==> config.mk <==
export PLATFORM = sky130hd
export DESIGN_NAME = cordic
export DESIGN_NICKNAME = d
export VERILOG_FILES = /design/src/rtl/cordic.sv
export SDC_FILE = /design/constraint.sdc
export NUM_CORES = 2
export LEC_CHECK = 0
export ABC_AREA = 0
export BUFFER_PORTS_ARGS = -buffer_cell sky130_fd_sc_hd__buf_2
export CAP_MARGIN = 0
export CORE_MARGIN = 1
export CORE_UTILIZATION = 35
export DETAILED_ROUTE_END_ITERATION = 12
export SLEW_MARGIN = 10
export SYNTH_ARGS = -nofsm -noshare
export SYNTH_HDL_FRONTEND = slang
export SYNTH_SLANG_ARGS = --single-unit
==> constraint.sdc <==
create_clock -name clk -period 57.4 [get_ports clk]
set_input_delay 11.48 -clock clk [delete_from_list [all_inputs] [get_ports clk]]
set_output_delay 11.48 -clock clk [all_outputs]
set_load 0.02 [all_outputs]
==> src/rtl/cordic.sv <==
// -----------------------------------------------------------------------------
// cordic -- fully pipelined 16-iteration CORDIC vector rotator (rotation mode).
//
// Rotates the start vector (Xin, Yin) by `angle` and delivers the CORDIC-gain
// scaled result. One new input set is accepted every cycle. Inputs sampled at
// rising edge N appear on COSout/SINout after edge N+16.
//
// Pipeline: pre-rotation register, 15 registered iterations, and a final
// iteration whose saturated x/y results are the output registers themselves.
//
// Ports (positional order):
//   clk     in   1   rising-edge clock
//   COSout  out  16  signed Q2.14 rotated x, registered, saturated
//   SINout  out  16  signed Q2.14 rotated y, registered, saturated
//   Xin     in   16  signed start x, pre-scaled by 1/K (9949 -> unit output)
//   Yin     in   16  signed start y, same scaling as Xin
//   angle   in   16  signed rotation angle, radians Q2.14 (25736 = pi/2)
//   reset   in   1   asynchronous active-high clear of all state
//
// Configuration macro: CORDIC_QUAD_EN
//   defined   : pre-rotation by +/-pi/2 extends the valid angle range to the
//               full Q2.14 range (+/-2 rad).
//   undefined : no pre-rotation; valid angle range is +/-pi/2.
// -----------------------------------------------------------------------------
module cordic (
  input  logic               clk,
  output logic signed [15:0] COSout,
  output logic signed [15:0] SINout,
  input  logic signed [15:0] Xin,
  input  logic signed [15:0] Yin,
  input  logic signed [15:0] angle,
  input  logic               reset
);

  localparam int NUM_ITER = 16;

  // x/y carry two guard bits above the 16-bit I/O to absorb CORDIC gain.
  typedef struct packed {
    logic signed [17:0] x;
    logic signed [17:0] y;
  } xy_t;

  // Index 0 holds the pre-rotated vector; index k (k >= 1) holds the result
  // of iteration k-1. Iteration 15 feeds the output registers directly.
  xy_t                xy_q [NUM_ITER];
  xy_t                xy_d [NUM_ITER];
  logic signed [16:0] z_q  [NUM_ITER];
  logic signed [16:0] z_d  [NUM_ITER];
  logic signed [15:0] cos_q, cos_d;
  logic signed [15:0] sin_q, sin_d;
  xy_t                xy_last;

  // round(atan(2^-i) * 16384)
  function automatic logic signed [16:0] atan_lut(input int i);
    case (i)
      0:       atan_lut = 17'sd12868;
      1:       atan_lut = 17'sd7596;
      2:       atan_lut = 17'sd4014;
      3:       atan_lut = 17'sd2037;
      4:       atan_lut = 17'sd1023;
      5:       atan_lut = 17'sd512;
      6:       atan_lut = 17'sd256;
      7:       atan_lut = 17'sd128;
      8:       atan_lut = 17'sd64;
      9:       atan_lut = 17'sd32;
      10:      atan_lut = 17'sd16;
      11:      atan_lut = 17'sd8;
      12:      atan_lut = 17'sd4;
      13:      atan_lut = 17'sd2;
      14:      atan_lut = 17'sd1;
      default: atan_lut = 17'sd0;
    endcase
  endfunction

  // One micro-rotation; direction follows the sign of the residual angle.
  function automatic xy_t rotate_xy(input xy_t v, input logic z_neg, input int i);
    logic signed [17:0] x, y, x_sh, y_sh;
    xy_t                r;
    x    = v.x;
    y    = v.y;
    x_sh = x >>> i;
    y_sh = y >>> i;
    if (!z_neg) begin
      r.x = x - y_sh;
      r.y = y + x_sh;
    end else begin
      r.x = x + y_sh;
      r.y = y - x_sh;
    end
    return r;
  endfunction

  function automatic logic signed [15:0] sat16(input logic signed [17:0] v);
    if (v > 18'sd32767)
      sat16 = 16'sh7fff;
    else if (v < -18'sd32768)
      sat16 = 16'sh8000;
    else
      sat16 = v[15:0];
  endfunction

  // NOTE: every always_comb output gets a full default before any branch, so
  // no path leaves a variable unassigned and no latch is inferred.
  always_comb begin
    logic signed [17:0] x_ext, y_ext;
    logic signed [16:0] z_ext;

    x_ext = {{2{Xin[15]}}, Xin};
    y_ext = {{2{Yin[15]}}, Yin};
    z_ext = {angle[15], angle};

    xy_d[0].x = x_ext;
    xy_d[0].y = y_ext;
    z_d[0]    = z_ext;
`ifdef CORDIC_QUAD_EN
    // Fold angles beyond +/-pi/2 back into the convergence range with an
    // exact quarter turn before the iterations start.
    if (angle > 16'sd25736) begin
      xy_d[0].x = -y_ext;
      xy_d[0].y = x_ext;
      z_d[0]    = z_ext - 17'sd25736;
    end else if (angle < -16'sd25736) begin
      xy_d[0].x = y_ext;
      xy_d[0].y = -x_ext;
      z_d[0]    = z_ext + 17'sd25736;
    end
`endif

    for (int k = 0; k < NUM_ITER - 1; k++) begin
      xy_d[k+1] = rotate_xy(xy_q[k], z_q[k][16], k);
      z_d[k+1]  = z_q[k][16] ? (z_q[k] + atan_lut(k)) : (z_q[k] - atan_lut(k));
    end

    // Last iteration: residual angle is discarded, x/y saturate to 16 bits.
    xy_last = rotate_xy(xy_q[NUM_ITER-1], z_q[NUM_ITER-1][16], NUM_ITER - 1);
    cos_d   = sat16(xy_last.x);
    sin_d   = sat16(xy_last.y);
  end

  // NOTE: sequential state uses non-blocking assignments so every stage
  // samples the previous stage's value from before the edge.
  always_ff @(posedge clk or posedge reset) begin
    if (reset) begin
      // NOTE: the pipeline arrays are real flops, not RAM, and are cleared on
      // reset so post-reset outputs are deterministic zeros.
      for (int k = 0; k < NUM_ITER; k++) begin
        xy_q[k] <= '0;
        z_q[k]  <= '0;
      end
      cos_q <= '0;
      sin_q <= '0;
    end else begin
      for (int k = 0; k < NUM_ITER; k++) begin
        xy_q[k] <= xy_d[k];
        z_q[k]  <= z_d[k];
      end
      cos_q <= cos_d;
      sin_q <= sin_d;
    end
  end

  assign COSout = cos_q;
  assign SINout = sin_q;

endmodule

==> results.tsv <==
metric	value	unit
max_slew_margin	0.243	
timing.clock.skew	0.0205	ns
grt_start_max_net_pins	156	
category_of_the_most_critical_setup_path	input pin to asynchronous set/reset pin	
fillers	16967	
num-nets-final	7356	
drt_wl_total	139000	µm
yosys.area.top_type	dfrtp_1	
yosys_register_bits	856	
post_synth_inst_count	6339	
synth.distinct_cells	80	
flow.area_growth_from_synthesis	10.9	%
synth.most_common_cell	dfrtp_1	
seqCellArea	21400	µm²
io_pins	82	
globalplace.congestion	0.871	
global_route.overflow_total	0	
drive_gt1_frac	0.0543	
synthesis.yosys.warnings	0	
initial_core_util	0.352	
fp-row-count	152	
drt_iter0_markers	2197	
finalSetupViolCount	0	
worstPathMaxFanout	151	
tritoncts	yes	
multi_input_combinational_cell_area	37100	µm²
final_hold_violation_count	0	
clock_tree.root_cell	clkbuf_16	
outcome	finished clean	
numPlacedInstances	8673	
gr-usage-all-layers	0.160	
count_of_maximum_capacitance_violations	0	
post_synth_instance_area	60400	µm²
postSynthAreaPerCell	9.52	µm²
via_per_inst	5.15	
port_buffers	81	
clock_tree.buffer_depth	3	
chipWidth	417	µm
grt_first_pass_wirelength	230000	µm
number_of_enable_type_register_cells_in_the_synthesized_netlist	0	
finalWorstPathRequiredPeriod	14.73	ns
clock_pin_slew_worst_setup_and_hold_paths	0.06	ns
clk_latency	0.70	ns
grt_setup_unrepaired	no	
mappedNetlistNets	7235	
worst_hold_path_type	register to register	
cts_inserted_buffers	94	
dpl.hpwl	109000	µm
grt_antenna_before_repair	1	
sum_of_negative_setup_slack	0	ns
required	58.07	ns
yosys-top-cells-area	dfrtp_1 (35%), ha_1 (17%), xnor2_1 (8.4%)	
vias_in_the_first_global_route	45883	
holdBufCountCts	0	
timing.final.crit_share	0.257	
router_iterations_before_antenna_repair	7	
cts.htree.levels	3	
routed_wire_length_per_instance	15.7	µm
final-instance-count-excl-fill	8851	
synth_commonest_cells	dfrtp_1 (856), ha_1 (799), xnor2_1 (582), a21oi_1 (572), nor2_1 (556)	
post_cts.repair.setup_buffers	0	
via_count	45540	
chipHeight	417	µm
post_cts.resized_instances	0	
numClockSinks	856	
synth-seq-area-share	0.355	
remaining_drc_errors	0	
layout.core_utilization	0.390	
post-synth-top-area-fraction	0.355	
synth_top_flop_cell	dfrtp_1	
worst_setup_path_end_kind	asynchronous set/reset pin	
postRouteAntennaNets	0	
floorplan.die_area	174000	µm²
cp.arrival	15.40	ns
slew_viol_final	0	
critical_path.startpoint_type	input pin	
core-area	172000	µm²
async_flop_share	1.00	
clock.fmax	67.9	MHz
timing_worst_slew_pin_value	1.12	ns
==> cells in the final DEF (no fill, tap or decap), types with 33 or more instances in the layout <==
cell type  count
dfrtp_1      856
ha_1         799
xnor2_1      582
a21oi_1      572
nor2_1       556
inv_1        394
o21ai_0      311
nand2_1      288
xor2_1       256
nor3_1       250
a21o_1       187
o21bai_1     112
clkbuf_16     96
nand3_1       85
buf_2         81
a31oi_1       71
nor2b_1       66
a211oi_1      63
o21a_1        56
nand2b_1      47
fa_1          47
and3_1        44
or3_1         37
mux2i_1       36
nor4_1        33
a31o_2        33
==> kinds of logic after synthesis <==
family	count (synthesis)	share of synthesized area
AOI/OAI and AO/OA	1700	0.179
xor gates and xnor gates	839	0.122
adders and majority gates	846	0.181
DFF	856	0.355
and+or+nand+nor	1562	0.123
muxes	57	0.00993
buffers and inverters	479	0.0301
==> sequential cells by signal (all words and copies together) (netlist names) <==
register and count:
COSout 16, SINout 16, xy_q 569, z_q 255
==> routing by layer <==
layer  vias up  GRT usage  wire length [µm]
met5         -          0                 0
met2       633      0.311             74600
met4         0     0.0584              4990
met1     21724      0.176             56400
li1      22928          -                 -
met3       255     0.0203              3380
==> final cells by class <==
type,count,area share
Multi-Input combinational cell,5004,0.555
Sequential cell,856,0.320
Timing Repair Buffer,102,0.00908
Clock buffer,127,0.0406
Inverter,402,0.0227
Antenna cell,4,0.000150
Clock inverter,46,0.00959
Tap cell,2310,0.0432
==> critical path, cell delays in order <==
cell and delay [ns]:
buf_2 0.13, inv_8 0.49, buf_4 0.77, buf_4 0.75
buf_12 0.60, buf_4 0.94
==> metrics by stage <==
step                      setup slack (ns)  instance area (µm²)  hold WS (ns)
after global routing                 41.93                66900         0.351
after global placement               41.73                63500         0.332
after floorplan                      21.87                60400         0.331
final                                42.67                66900         0.345
after detailed placement             41.63                63500         0.335
after CTS                            42.40                66900         0.344
==> path summary, 6_finish.rpt <==
check                               startpoint             endpoint  slack (ns)  depth (start not counted)
setup / recovery                         reset  xy_q[172]$_DFF_PP0_       42.67                          6
hold / removal              z_q[105]$_DFF_PP0_    z_q[88]$_DFF_PP0_        0.35                          0
setup reg to reg            xy_q[35]$_DFF_PP0_  SINout[9]$_DFF_PP0_       52.32                         14
hold reg to reg             z_q[105]$_DFF_PP0_    z_q[88]$_DFF_PP0_        0.35                          0
max in group clk           SINout[6]$_DFF_PP0_            SINout[6]       44.71                          1
min in group asynchronous                reset   z_q[256]$_DFF_PP0_       10.89                          2
Power is left out: the tool's default activity adds up to more than one toggle a clock period on the data nets, which glitch-free logic cannot reach.
